--- config.mk ---
export PLATFORM = sky130hd
export DESIGN_NAME = bip_datapath
export DESIGN_NICKNAME = d
export VERILOG_FILES = /design/src/rtl/bip_pkg.sv /design/src/rtl/bip_alu.sv /design/src/rtl/bip_datapath.sv
export SDC_FILE = /design/constraint.sdc
export NUM_CORES = 1
export LEC_CHECK = 0
export BUFFER_PORTS_ARGS = -buffer_cell sky130_fd_sc_hd__buf_2
export CAP_MARGIN = 10
export CELL_PAD_IN_SITES_DETAIL_PLACEMENT = 0
export CELL_PAD_IN_SITES_GLOBAL_PLACEMENT = 1
export CORE_ASPECT_RATIO = 0.7
export CORE_UTILIZATION = 41
export CTS_CLUSTER_DIAMETER = 30
export DETAILED_ROUTE_END_ITERATION = 12
export PLACE_DENSITY = 0.89
export SETUP_SLACK_MARGIN = 0.05
export SYNTH_ARGS = -nofsm -noshare
export SYNTH_HDL_FRONTEND = slang
export SYNTH_SLANG_ARGS = --single-unit
--- constraint.sdc ---
create_clock -name clk -period 9.9 [get_ports clk]
set_clock_uncertainty 0.1 [all_clocks]
set_input_delay 1.485 -clock clk [delete_from_list [all_inputs] [get_ports clk]]
set_output_delay 1.485 -clock clk [all_outputs]
set_load 0.05 [all_outputs]
--- src/rtl/bip_pkg.sv ---
// Shared definitions for the BIP accumulator datapath: default widths and
// the control-field encodings driven by the BIP control unit.
package bip_pkg;

    localparam int DEF_DATA_WIDTH = 16;
    localparam int DEF_ADDR_WIDTH = 11;

    typedef enum logic [1:0] {
        SEL_A_MEM  = 2'd0,
        SEL_A_IMM  = 2'd1,
        SEL_A_ALU  = 2'd2,
        SEL_A_HOLD = 2'd3
    } sel_a_e;

    typedef enum logic {
        SEL_B_MEM = 1'b0,
        SEL_B_IMM = 1'b1
    } sel_b_e;

    typedef enum logic {
        OP_ADD = 1'b0,
        OP_SUB = 1'b1
    } op_e;

endpackage

--- src/rtl/bip_alu.sv ---
// Combinational add/subtract unit of the BIP datapath; results wrap modulo
// 2^DATA_WIDTH with no carry or overflow indication.
module bip_alu
    import bip_pkg::*;
#(
    parameter int DATA_WIDTH = DEF_DATA_WIDTH
) (
    input  logic [DATA_WIDTH-1:0] i_a,
    input  logic [DATA_WIDTH-1:0] i_b,
    input  logic                  i_op,
    output logic [DATA_WIDTH-1:0] o_result
);

    // Select add or subtract; the carry out of the top bit is dropped.
    always_comb begin
        o_result = i_a + i_b;
        if (op_e'(i_op) == OP_SUB) begin
            o_result = i_a - i_b;
        end else begin
            o_result = i_a + i_b;
        end
    end

endmodule

--- src/rtl/bip_datapath.sv ---
// BIP accumulator datapath: ACC register, operand sign extension, A/B muxes.
// Optional registered zero/negative flags when BIP_DATAPATH_FLAGS_EN is defined.
module bip_datapath
    import bip_pkg::*;
#(
    parameter int DATA_WIDTH = DEF_DATA_WIDTH,
    parameter int ADDR_WIDTH = DEF_ADDR_WIDTH
) (
    input  logic                  clk,
    input  logic                  rst,
    input  logic [1:0]            SelA,
    input  logic                  SelB,
    input  logic                  WrAcc,
    input  logic                  Op,
    input  logic [ADDR_WIDTH-1:0] operand,
    input  logic [DATA_WIDTH-1:0] in_memory_data,
    output logic [DATA_WIDTH-1:0] out_memory_data,
    output logic [ADDR_WIDTH-1:0] data_address
`ifdef BIP_DATAPATH_FLAGS_EN
    ,
    output logic                  acc_zero,
    output logic                  acc_neg
`endif
);

    logic [DATA_WIDTH-1:0] r_acc;
    logic [DATA_WIDTH-1:0] w_ext;
    logic [DATA_WIDTH-1:0] w_b;
    logic [DATA_WIDTH-1:0] w_alu_result;
    logic [DATA_WIDTH-1:0] w_next;

    assign w_ext = {{(DATA_WIDTH-ADDR_WIDTH){operand[ADDR_WIDTH-1]}}, operand};

    // ALU B operand: memory word or sign-extended immediate.
    always_comb begin
        w_b = in_memory_data;
        if (sel_b_e'(SelB) == SEL_B_IMM) begin
            w_b = w_ext;
        end else begin
            w_b = in_memory_data;
        end
    end

    bip_alu #(
        .DATA_WIDTH (DATA_WIDTH)
    ) u_alu (
        .i_a      (r_acc),
        .i_b      (w_b),
        .i_op     (Op),
        .o_result (w_alu_result)
    );

    // Candidate next ACC value; only committed when WrAcc is set.
    always_comb begin
        w_next = r_acc;
        case (sel_a_e'(SelA))
            SEL_A_MEM:  w_next = in_memory_data;
            SEL_A_IMM:  w_next = w_ext;
            SEL_A_ALU:  w_next = w_alu_result;
            SEL_A_HOLD: w_next = r_acc;
            default:    w_next = r_acc;
        endcase
    end

    // Accumulator register; reset has priority over a pending write.
    always_ff @(posedge clk) begin
        if (rst) begin
            r_acc <= {DATA_WIDTH{1'b0}};
        end else if (WrAcc) begin
            r_acc <= w_next;
        end else begin
            r_acc <= r_acc;
        end
    end

`ifdef BIP_DATAPATH_FLAGS_EN
    logic r_acc_zero;
    logic r_acc_neg;

    // Flags are derived from the value being written so they track ACC with no extra lag.
    always_ff @(posedge clk) begin
        if (rst) begin
            r_acc_zero <= 1'b1;
            r_acc_neg  <= 1'b0;
        end else if (WrAcc) begin
            r_acc_zero <= (w_next == {DATA_WIDTH{1'b0}});
            r_acc_neg  <= w_next[DATA_WIDTH-1];
        end else begin
            r_acc_zero <= r_acc_zero;
            r_acc_neg  <= r_acc_neg;
        end
    end

    assign acc_zero = r_acc_zero;
    assign acc_neg  = r_acc_neg;
`endif

    assign out_memory_data = r_acc;
    assign data_address    = operand;

endmodule

Word level (Yosys, flattened, before mapping)
Cells that the tools add are included.

word-level totals
  register bits after elaboration = 16
  bits in latches = 0
  bits in writable memories = 0
  memory bits (read-only) = 0
  bits of input ports = 34
  output and inout bits = 27
  logic and storage cells = 12
  memories = 0

cells by class
  $add $sub $neg = 2
  multiply operators = 0
  divide/modulo/power cells = 0
  magnitude comparators = 0
  equality and inequality tests = 3
  shift-type cells = 0
  mux-type cells = 3
  bitwise operators = 1
  reductions and logical operators = 2

operators with widths
  cell                                                 count
  one-hot mux 16 bit (3 select lines)                  1
  2-to-1 mux 16 bit                                    2
  adder 16 bit                                         1
  subtractor 16 bit                                    1
  equality test 2 bit, second input constant           2
  equality test 2 x 1 -> 1 bit, second input constant  1
  logical NOT 2 bit                                    1
  AND reduction 2 bit                                  1
  inverter 1 bit                                       1

Longest topological paths before layout
Gate-level depths: netlist (run 1).

  word-level depth = 4
  mapped depth = 17

Hierarchy
Synthesis (run 1) repeated with hierarchy kept, for this count alone.

second synthesis, totals
  cell total of the unflattened synthesis = 279
  area, all modules = 2,153.3 um^2

modules (own cells, without submodules)
  module        instances  cells each  area an instance (um^2)  seq. area each (um^2)
  bip_datapath  1          143         1,163.6                  320.3
  bip_alu       1          136         989.7                    0.0

Worst setup path after synthesis (run 1)
No wires, ideal clock.

  path kind = input to register
  start = input SelB
  end = register r_acc[13] (netlist: out_memory_data[13])
  arrival = 4,445 ps
  data required time = 9,684 ps
  setup slack = 5,239 ps
  stages = 16
  path buffers = 3
  cells stage by stage = buf_4 -> buf_2 -> buf_2 -> mux2i_1 -> ha_1 -> o221ai_1 -> nor2_1 -> a21oi_1 -> xor2_1 -> ha_1 -> a211oi_1 -> nor2_1 -> nor2_1 -> a21oi_1 -> or3_1 -> a41o_1

on the way
  longest elaborated chain between the ends = 4

RTL lines
  what                                                      line                          source
  start: declaration                                        bip_datapath.sv:12            input logic SelB,
  2-to-1 mux 16 bit *                                       bip_datapath.sv:37            if (sel_b_e'(SelB) == SEL_B_IMM) begin
  adder 16 bit / subtractor 16 bit (equally long branches)  bip_alu.sv:20, bip_alu.sv:18
  2-to-1 mux 16 bit *                                       bip_alu.sv:17                 if (op_e'(i_op) == OP_SUB) begin
  one-hot mux 16 bit (3 select lines) *                     bip_datapath.sv:56            case (sel_a_e'(SelA))
  end signal: assignment                                    bip_datapath.sv:68            r_acc <= {DATA_WIDTH{1'b0}};
  end signal: assignment                                    bip_datapath.sv:70            r_acc <= w_next;
  end signal: assignment                                    bip_datapath.sv:72            r_acc <= r_acc;
  end: declaration                                          bip_datapath.sv:26            logic [DATA_WIDTH-1:0] r_acc;

Every way passes the cells marked *; elsewhere a longest branch is shown, timed or not.
A chain may end at the register's enable or synchronous reset.

Final worst setup path (run 1)
Ends and elaborated chain as after synthesis.

==> results.cfg, run 1 <==
[worst_setup_path]
cp.arrival_ns = 4.74
slowest_stage = buf_2
worst_path_largest_cell_delay_ns = 0.48
critical_path.top_delay_family = compound AO/OA/AOI/OAI gates
critPathMaxFanout = 33
reg2reg_from = out_memory_data[0]$_SDFFE_PP0P_
crit_chain = buf_2, mux2i_1, ha_1, o221ai_1, nor2_1, a21oi_1, xor2_1, ha_1, a211oi_1, nor2_1, nor2_1, a21oi_1, or3_1, a41o_1
worstSetupEndpointType = register
crit_type = primary input to register
ff2ff_path_depth = 9
r2r-end = out_memory_data[8]$_SDFFE_PP0P_
cp_num_buf_inv = 1
startpoint_type = primary input
required_ns = 9.95
r2r_setup_slack_ns = 7.33
worst_path_most_repeated_cell = nor2_1

[floorplan]
fp.coreArea_mm2 = 0.005313
die_h_um = 64.44
dieArea_mm2 = 0.005877
ios = 61
rows = 22
initial_utilization_pct = 42.98
dieWidth_um = 91.20

[placed_design]
dp_cells = 421
dp_hpwl_um = 5131
gp_congestion = 0.8748
io_buffers = 60

[yosys]
yosys.area_share.simple_pct = 21.04
synthMuxAreaShare_pct = 5.370
synth_top_family_by_area = compound AO/OA/AOI/OAI gates
synthArstFlopShare_pct = 0
synth_nets = 367
ys_types = 56
synth-edff-count = 0
synthesis.instances = 313
ys_warn_count = 0
avgSynthCellArea_um2 = 7.295
ys.flop_type = dfxtp_1
synth_fa_ha_area_share_pct = 11.29
yosysSeqAreaShare_pct = 14.03
synth_seq_cells = 16
syn_area_mm2 = 0.002283
synth_xor_area_share_pct = 7.671
synth_compound_area_share_pct = 31.51

[route]
first_pass_iters = 6
post_drt_wl_per_cell_um = 15.98
wl_um = 6775
drc = 0
drt_iter0_drc = 166
highest_layer = met4
post_drt_via_cell_ratio = 5.821
wl_met3_um = 559
wl_met1_um = 3392
wl_met2_um = 2804
ant_nets = 0
vias = 2468

[clocking]
cts.path.max_buffers = 2
cts_resized = 0
post_cts_buffers = 0
cts_tree = yes
numCtsBuffers = 3
clock_latency_ns = 0.26
cts_sinks = 16
hold_buffers = 0
cts_root_buffer = clkbuf_8
h-tree-depth = 1
path_clk_slew_ns = 0.08

[global_routing]
grt_util_all_layers_pct = 23.73
grt_pass1_wl_um = 11070
overflow = 0
grt_start_max_net_pins = 34
antenna_found_initial = 0
grt_pass1_vias = 2200

[final_layout]
fin_nets = 408
synthToLayoutAreaGrowth_pct = 12.44
layout_common_cells = 60 x buf_2, 31 x nand2_1, 28 x a21oi_1, 28 x o21ai_0, 23 x nor2_1
mostFrequentLayoutCell = buf_2
largest_register_ffs = 16
final_cells = 424
insertedDiodeCount = 0
drive_gt1_share_pct = 20.74

[timing]
grt_setup_unrepaired = no
worst_slew_margin_rel_pct = 49.62
finalHoldViolations = 0
worstMarginPinSlew_ns = 0.7557
drv_slew = 0
fin_setup_tns_ns = 0
fin_crit_ns = 4.686
setup_viol = 0
max_freq_mhz = 213.4
post-route-period-util_pct = 47.33

[worst_hold_path]
holdPathStages = 2
whs_endpoint = out_memory_data[2]$_SDFFE_PP0P_
hp-start = out_memory_data[2]$_SDFFE_PP0P_
hp-class = register to register

[job]
maxCapViolCount = 0

[power_and_ir_drop]
ir_drop_uv = 56.85
power.leakage_nw = 1.148
totalPowerFinal_uw = 304.8
powerDensity_mw_per_mm2 = 118.7

[status]
outcome = finished, final reports clean
==> synth_stat cells, types with 2 or more instances <==
master    instances  area share [%]
a311oi_1          4             1.5
nor3_1           11             2.4
mux2i_1          10             4.4
a31oi_1           2            0.55
nor3b_1           2            0.66
nor2_1           23             3.8
ha_1             19              10
dfxtp_1          16              14
o31ai_1           5             1.6
o22ai_2           2             1.1
xnor2_1          10             3.8
o211ai_1          7             2.3
buf_2             5             1.1
nand3b_1          3            0.99
o21a_1            8             2.6
a21o_1            3            0.99
nor2b_1           4             1.1
xor2_1           10             3.8
and4_1            2            0.77
o21ai_0          28             6.1
a21oi_1          28             6.1
nand2_1          31             5.1
or3_1             7             1.9
clkbuf_1          5            0.82
mux2_2            2            0.99
inv_1            14             2.3
a211oi_1          3            0.99
buf_4            12             3.9
o31a_1            2            0.77
nand3_1           2            0.44
a221o_1           2            0.88
nand2b_1          5             1.4
nor4_1            3            0.82
==> cells by family (layout without fill, tap and decap cells) <==
logic type               Yosys count  count (layout)
AO/OA/AOI/OAI                    109             109
XOR/XNOR                          20              20
adder cells (fa/ha/maj)           20              20
buffers and inverters             39              78
flip-flops                        16              16
multiplexers                      12              12
AND/OR/NAND/NOR                   97              97
==> metrics by stage <==
stage	area [um2]	util [%]	worst slack (ns)	hold WS, ns
3_5_place_dp	2526	47.55	4.989	0.3655
2_1_floorplan	2283	-	5.239	0.5808
6_report	2567	48.33	5.214	0.3712
3_3_place_gp	2526	47.55	5.026	0.3645
4_1_cts	2567	48.33	5.249	0.3757
5_1_grt	2567	48.33	4.859	0.3927
==> routing by layer <==
layer | vias up | GRT usage, %
met3 | 2 | 4.577
met5 | - | 0
met2 | 104 | 35.98
met4 | 0 | 3.770
li1 | 1222 | -
met1 | 1140 | 35.08
==> how the worst max path moves through the flow <==
stage	cells after the start	startpoint	endpoint
finish	14	SelB	out_memory_data[13]$_SDFFE_PP0P_
global route	13	SelB	out_memory_data[15]$_SDFFE_PP0P_
CTS	12	SelB	out_memory_data[12]$_SDFFE_PP0P_
detailed placement	12	SelB	out_memory_data[12]$_SDFFE_PP0P_
global placement	12	SelB	out_memory_data[12]$_SDFFE_PP0P_
floorplan	16	SelB	out_memory_data[13]$_SDFFE_PP0P_
==> worst min-delay path: cells and delay by family, from the launching register on <==
kind,cells,cell delay (ns)
flops,1,0.33
simple gates,1,0.06
compound gates,1,0.05
==> where the power goes <==
part / total [mW] / switching [mW] / leakage (nW) / internal, mW
combinational: 0.176 / 0.112 / 0.995 / 0.0635
sequential: 0.0748 / 0.00464 / 0.132 / 0.0702
clock: 0.0544 / 0.0273 / 0.0216 / 0.0271
==> final cells by class <==
type,instances,area (um2)
Fill cell,539,2745
Multi-Input combinational cell,258,1755
Sequential cell,16,320.3
Timing Repair Buffer,61,307.8
Tap cell,72,90.09
Inverter,14,52.55
Clock buffer,3,41.29
No activity file was read; power rests on OpenSTA's default activity.
==> run 2, diff against run 1 <==
--- a/config.mk
+++ b/config.mk
@@ -5,15 +5,16 @@
 export SDC_FILE = /design/constraint.sdc
 export NUM_CORES = 1
 export LEC_CHECK = 0
+export ABC_AREA = 1
 export BUFFER_PORTS_ARGS = -buffer_cell sky130_fd_sc_hd__buf_2
 export CAP_MARGIN = 10
 export CELL_PAD_IN_SITES_DETAIL_PLACEMENT = 0
 export CELL_PAD_IN_SITES_GLOBAL_PLACEMENT = 1
 export CORE_ASPECT_RATIO = 0.7
-export CORE_UTILIZATION = 41
+export CORE_UTILIZATION = 37
 export CTS_CLUSTER_DIAMETER = 30
 export DETAILED_ROUTE_END_ITERATION = 12
-export PLACE_DENSITY = 0.89
+export PLACE_DENSITY = 0.84
 export SETUP_SLACK_MARGIN = 0.05
 export SYNTH_ARGS = -nofsm -noshare
 export SYNTH_HDL_FRONTEND = slang
==> constraint.sdc (replaced) <==
create_clock -name clk -period 4.6 [get_ports clk]
set_clock_uncertainty 0.1 [all_clocks]
set_input_delay 0.69 -clock clk [delete_from_list [all_inputs] [get_ports clk]]
set_output_delay 0.69 -clock clk [all_outputs]
set_load 0.05 [all_outputs]
==> run 2 against run 1 <==
Compared with the run above: synthesized cell count rose by 25%; non-clock buffer count fell by 1; cell count rose by 20%; sequential power rose by 110%; combinational power rose by 120%; critical endpoint is now out_memory_data[15]$_SDFFE_PP0P_; largest power group unchanged.
==> results.cfg, run 2 <==
[final_layout]
final_cells = 509
insertedDiodeCount = 0
regArea_um2 = 320.3
mostFrequentLayoutCell = nand2_1
layout_common_cells = 94 x nand2_1, 60 x buf_2, 52 x inv_1, 52 x a21oi_1, 21 x nor2_1
multi_input_area_mm2 = 0.001694
synthToLayoutAreaGrowth_pct = 12.61
fin_nets = 490
fill_cells = 662
drive_gt1_share_pct = 23.04
largest_register_ffs = 16
final_cell_area_mm2 = 0.002660

[worst_setup_path]
crit_type = primary input to register
startpoint_type = primary input
cp.arrival_ns = 3.77
worstSetupEndpointType = register
critPathMaxFanout = 15
required_ns = 4.65

[floorplan]
ios = 61
dieWidth_um = 97.50
rows = 23
die_h_um = 68.85
fp.coreArea_mm2 = 0.005928
initial_utilization_pct = 39.85
dieArea_mm2 = 0.006713

[timing]
drv_slew = 0
finalHoldViolations = 0
fin_crit_ns = 3.721
worst_slew_margin_rel_pct = 56.27
grt_setup_unrepaired = no
setup_slack_ns = 0.8791
max_freq_mhz = 268.8
post-route-period-util_pct = 80.89
worstMarginPinSlew_ns = 0.6559
setup_viol = 0
fin_setup_tns_ns = 0

[placed_design]
placed_area_mm2 = 0.002619
io_buffers = 60
post-place-ws_ns = 0.6514
gp_congestion = 0.9253
dp_hpwl_um = 5901
dp_cells = 506

[route]
first_pass_iters = 5
post_drt_wl_per_cell_um = 14.57
wl_um = 7414
post_drt_via_cell_ratio = 5.163
drc = 0
drt_iter0_drc = 209
ant_nets = 0
vias = 2628

[global_routing]
use_met1_pct = 35.86
grt_util_all_layers_pct = 22.54
antenna_found_initial = 0
grt_util_met2_pct = 31.64
grt_pass1_vias = 2226
overflow = 0
met3_usage_pct = 3.528
top_usage_layer = met1
grt_pass1_wl_um = 11670
grt_start_max_net_pins = 29

[yosys]
synth_nets = 445
ys_types = 40
avgSynthCellArea_um2 = 6.042
yosysMostFrequentCell = nand2_1
netlist.area_leader.share_pct = 14.94
synth.largest_area_cell = nand2_1
synth_seq_cells = 16
synthesis.instances = 391
yosys-top-cells-area = nand2_1 15%, dfxtp_1 14%, a21oi_1 11%
ys_warn_count = 0
ys.flop_type = dfxtp_1
synthArstFlopShare_pct = 0
synth-edff-count = 0
syn_area_mm2 = 0.002362
synth_common_cells = 94 x nand2_1, 52 x a21oi_1, 52 x inv_1
yosysSeqAreaShare_pct = 13.56

[clocking]
cts_resized = 0
clock_latency_ns = 0.27
numCtsBuffers = 3
cts_root_buffer = clkbuf_8
cts_tree = yes
h-tree-depth = 1
hold_buffers = 0
post_cts_buffers = 0
cts_sinks = 16
path_clk_slew_ns = 0.08
cts.path.max_buffers = 2

[power_and_ir_drop]
power.leakage_nw = 1.465
powerDensity_mw_per_mm2 = 252.9
totalPowerFinal_uw = 672.6
ir_drop_uv = 119.6

[status]
outcome = finished, final reports clean

[worst_hold_path]
hp-class = register to register

[job]
maxCapViolCount = 0
## run 2: cell count changes in the layout (fill, tap and decap cells not counted), sizes merged, moves of 5 or more
| cell | before | now |
|---|---|---|
| nand2 | 31 | 113 |
| inv | 14 | 56 |
| a21oi | 28 | 54 |
| nand3 | 2 | 18 |
| mux2i | 10 | 0 |
| nor3 | 11 | 2 |
| o21a | 8 | 1 |
| or3 | 7 | 0 |
| nand2b | 5 | 0 |
| o21ai | 29 | 24 |
| o31ai | 5 | 0 |
## run 2: routing by layer
layer	vias up	share of wire, %
li1	1346	-
met1	1172	53
met2	108	38
met3	2	8.4
met4	0	0.39
met5	-	0
## run 2: metrics by stage
step / hold WS (ns) / util, %
after detailed placement: 0.3786 / 44.17
after CTS: 0.3915 / 44.87
after floorplan: 0.5977 / -
after global placement: 0.3741 / 44.17
after global routing: 0.4239 / 44.87
final: 0.3898 / 44.87
## run 2: cell type report
cell class / count / area share (%)
Multi-Input combinational cell: 299 / 63.69
Sequential cell: 16 / 12.04
Timing Repair Buffer: 60 / 11.29
Inverter: 56 / 7.902
Tap cell: 75 / 3.528
Clock buffer: 3 / 1.552
## run 2: report_power, final
group          internal, mW  total, mW  switching [mW]  leakage [nW]
logic                 0.122      0.389           0.267          1.31
clock network        0.0586      0.123          0.0647        0.0216
registers             0.150      0.160          0.0102         0.132
total                 0.330      0.673           0.342          1.47
## run 2: final timing paths
path / startpoint / end / slack (ns) / cells past startpoint
hold reg to reg: out_memory_data[11]$_SDFFE_PP0P_ / out_memory_data[11]$_SDFFE_PP0P_ / 0.39 / 2
setup reg to reg: out_memory_data[0]$_SDFFE_PP0P_ / out_memory_data[10]$_SDFFE_PP0P_ / 2.18 / 12
hold / removal: out_memory_data[11]$_SDFFE_PP0P_ / out_memory_data[11]$_SDFFE_PP0P_ / 0.39 / 2
setup / recovery: SelB / out_memory_data[15]$_SDFFE_PP0P_ / 0.88 / 22
## run 2: logic make-up (layout without fill, tap and decap cells)
group | after synthesis | in the layout | synth area share [%]
AOI/OAI and AO/OA | 93 | 93 | 21.72
xor gates and xnor gates | 18 | 18 | 6.674
adders and majority gates | 20 | 20 | 10.91
buffers and inverters | 76 | 119 | 14.72
DFF | 16 | 16 | 13.56
and+or+nand+nor | 168 | 168 | 32.42
## run 2: worst max-delay path, stage by stage
cell	delay [ns]
buf_2	0.27
inv_2	0.22
nand2_1	0.10
o21ai_1	0.11
inv_1	0.08
ha_1	0.18
nand4_1	0.15
nor2_2	0.17
nand4_2	0.12
o21ai_2	0.14
xor2_1	0.26
ha_1	0.21
inv_1	0.08
nor3_1	0.24
and2_1	0.18
nand2_1	0.06
nand2_1	0.13
nand3_1	0.10
nand3_1	0.09
nand2_1	0.05
nand2_1	0.09
a21oi_2	0.05
==> run 3, diff against run 2 <==
--- a/config.mk
+++ b/config.mk
@@ -5,16 +5,16 @@
 export SDC_FILE = /design/constraint.sdc
 export NUM_CORES = 1
 export LEC_CHECK = 0
-export ABC_AREA = 1
+export ABC_AREA = 0
 export BUFFER_PORTS_ARGS = -buffer_cell sky130_fd_sc_hd__buf_2
 export CAP_MARGIN = 10
 export CELL_PAD_IN_SITES_DETAIL_PLACEMENT = 0
 export CELL_PAD_IN_SITES_GLOBAL_PLACEMENT = 1
 export CORE_ASPECT_RATIO = 0.7
-export CORE_UTILIZATION = 37
+export CORE_UTILIZATION = 34
 export CTS_CLUSTER_DIAMETER = 30
 export DETAILED_ROUTE_END_ITERATION = 12
-export PLACE_DENSITY = 0.84
+export PLACE_DENSITY = 0.79
 export SETUP_SLACK_MARGIN = 0.05
 export SYNTH_ARGS = -nofsm -noshare
 export SYNTH_HDL_FRONTEND = slang
==> constraint.sdc (replaced) <==
create_clock -name clk -period 3.2 [get_ports clk]
set_clock_uncertainty 0.1 [all_clocks]
set_input_delay 0.48 -clock clk [delete_from_list [all_inputs] [get_ports clk]]
set_output_delay 0.48 -clock clk [all_outputs]
set_load 0.05 [all_outputs]
==> run 3 against run 2 <==
Compared with the run above: combinational power rose by 84%; global-route usage grew 0.32 points; sequential power up 47%; via count grew 3.2%; non-clock buffer count rose by 53; register-to-register slack got worse by 1.4 ns; first-iteration DRC count is 8.6% lower; count of clock-buffer cells in the layout up 1.
==> results.cfg, run 3 (same netlist as run 1, synthesis figures left out) <==
[clocking]
cts_tree = yes
numCtsBuffers = 3
cts.path.max_buffers = 2
hold_buffers = 0
path_clk_slew_ns = 0.07
h-tree-depth = 1
clock_latency_ns = 0.26
cts_sinks = 16
cts_root_buffer = clkbuf_8

[global_routing]
grt_start_max_net_pins = 18
grt_pass1_wl_um = 12750
grt_pass1_vias = 2532
antenna_found_initial = 0
grt_util_all_layers_pct = 22.86
overflow = 0

[floorplan]
dieArea_mm2 = 0.007053
rows = 24
ios = 61
dieWidth_um = 99.95
initial_utilization_pct = 35.87
fp.coreArea_mm2 = 0.006366
die_h_um = 70.57

[worst_setup_path]
slowest_stage = or4b_4
r2r-end = out_memory_data[12]$_SDFFE_PP0P_
worst_path_largest_cell_delay_ns = 0.57
reg2reg_from = out_memory_data[0]$_SDFFE_PP0P_
cp_num_buf_inv = 1
critical_path.top_delay_family = simple AND/OR/NAND/NOR gates
startpoint_type = primary input
crit_chain = buf_2, or4b_4, o22ai_4, a31oi_2, xor2_1, ha_2, and4_4, o211ai_1, a21oi_1, or3_1, a41o_1
cp.arrival_ns = 3.14
crit_type = primary input to register
critPathMaxFanout = 4
r2r_setup_slack_ns = 0.75
ff2ff_path_depth = 10
cp.depth = 11
worstSetupEndpointType = register
required_ns = 3.25

[power_and_ir_drop]
power.leakage_nw = 1.446
power_frac_clock_pct = 16.8
powerDensity_mw_per_mm2 = 353.4
ir_drop_uv = 168.7
intPower_uw = 630.5
power.switching_uw = 509.4
switching_share_pct = 44.69
sequentialPowerShare_pct = 20.6
combPwrFrac_pct = 62.6

[job]
maxCapViolCount = 0

[final_layout]
fin_nets = 460
multi_input_area_mm2 = 0.001972
drive_gt1_share_pct = 39.26
insertedDiodeCount = 0
mostFrequentLayoutCell = buf_2
largest_register_ffs = 16
regArea_um2 = 320.3
fill_cells = 647
post-route-util_pct = 50.67
synthToLayoutAreaGrowth_pct = 41.26
layout_common_cells = 59 x buf_2, 51 x buf_4, 31 x nand2_1, 25 x o21ai_0, 24 x a21oi_1

[timing]
fin_setup_tns_ns = 0
setup_viol = 0
finalHoldViolations = 0
setup_slack_ns = 0.1150
max_freq_mhz = 324.2
worst_slew_margin_rel_pct = 49.78
fin_crit_ns = 3.085
drv_slew = 0
worstMarginPinSlew_ns = 0.7533
hold-worst-slack_ns = 0.3712
grt_setup_unrepaired = yes
post-route-period-util_pct = 96.40

[worst_hold_path]
hp-class = register to register
hp-start = out_memory_data[2]$_SDFFE_PP0P_
whs_endpoint = out_memory_data[2]$_SDFFE_PP0P_
holdPathStages = 2

[route]
first_pass_iters = 4
post_drt_via_cell_ratio = 5.466
ant_nets = 0
vias = 2711
wl_um = 8157
drt_iter0_drc = 191
drc = 0
post_drt_wl_per_cell_um = 16.45

[placed_design]
post-place-ws_ns = -0.2522
io_buffers = 60
gp_congestion = 0.9128
dp_hpwl_um = 6285

[status]
outcome = finished, final reports clean
==> run 3: changes by cell type in the layout (fill, tap and decap cells not counted), moves of 6 or more <==
cell	delta
inv_1	-38
a21oi_1	-28
nand2_1	-63
o21a_1	+6
buf_4	+51
or3_1	+7
nand3_1	-15
mux2i_1	+8
nand2_2	-16
nor3_1	+7
==> run 3: power groups by stage <==
| stage | logic (mW) | clock network, mW | registers (mW) |
|---|---|---|---|
| 2_1_floorplan | 0.367 | 0 | 0.296 |
| 3_3_place_gp | 0.628 | 0 | 0.238 |
| 3_5_place_dp | 0.636 | 0 | 0.239 |
| 4_1_cts | 0.643 | 0.196 | 0.234 |
| 5_1_grt | 0.767 | 0.210 | 0.237 |
| 6_report | 0.714 | 0.192 | 0.235 |
==> run 3: timing repair <==
item,in CTS,in global routing
pin swaps,1,22
gates resized for setup,2,40
setup endpoints to repair,1,11
setup buffers,0,6
==> run 3: worst max-delay path by stage <==
stage / start / to / slack, ns
finish: operand[1] / out_memory_data[13]$_SDFFE_PP0P_ / 0.12
global route: operand[1] / out_memory_data[13]$_SDFFE_PP0P_ / 0.03
CTS: SelB / out_memory_data[13]$_SDFFE_PP0P_ / 0.05
detailed placement: SelB / out_memory_data[13]$_SDFFE_PP0P_ / -0.25
global placement: SelB / out_memory_data[13]$_SDFFE_PP0P_ / -0.17
floorplan: SelB / out_memory_data[13]$_SDFFE_PP0P_ / -0.12
==> run 3: layout make-up <==
cell class                      instances  area share (%)
Clock buffer                            4           1.707
Inverter                               14           1.629
Multi-Input combinational cell        258           61.13
Sequential cell                        16           9.930
Tap cell                               91           3.530
Timing Repair Buffer                  113           22.07
==> run 3: routing by layer <==
metal / vias up / global-route usage [%] / wire (um)
li1: 1332 / - / -
met1: 1285 / 36.81 / 4262
met2: 88 / 32.18 / 3359
met3: 6 / 2.174 / 477
met4: 0 / 4.739 / 57
met5: - / 0 / 0
==> run 3: through the flow <==
| stage | instance area [um2] | cells | power (mW) |
|---|---|---|---|
| 2_1_floorplan | 2336 | 313 | 0.6625 |
| 3_3_place_gp | 2920 | 486 | 0.8665 |
| 3_5_place_dp | 2920 | 486 | 0.8747 |
| 4_1_cts | 2979 | 490 | 1.073 |
| 5_1_grt | 3226 | 496 | 1.215 |
| 6_report | 3226 | 496 | 1.140 |
==> run 3: tightest hold or removal path, delay by kind of cell, from the launching register on <==
kind	cells	cell delay (ns)
compound gates	1	0.05
flops	1	0.32
simple gates	1	0.06
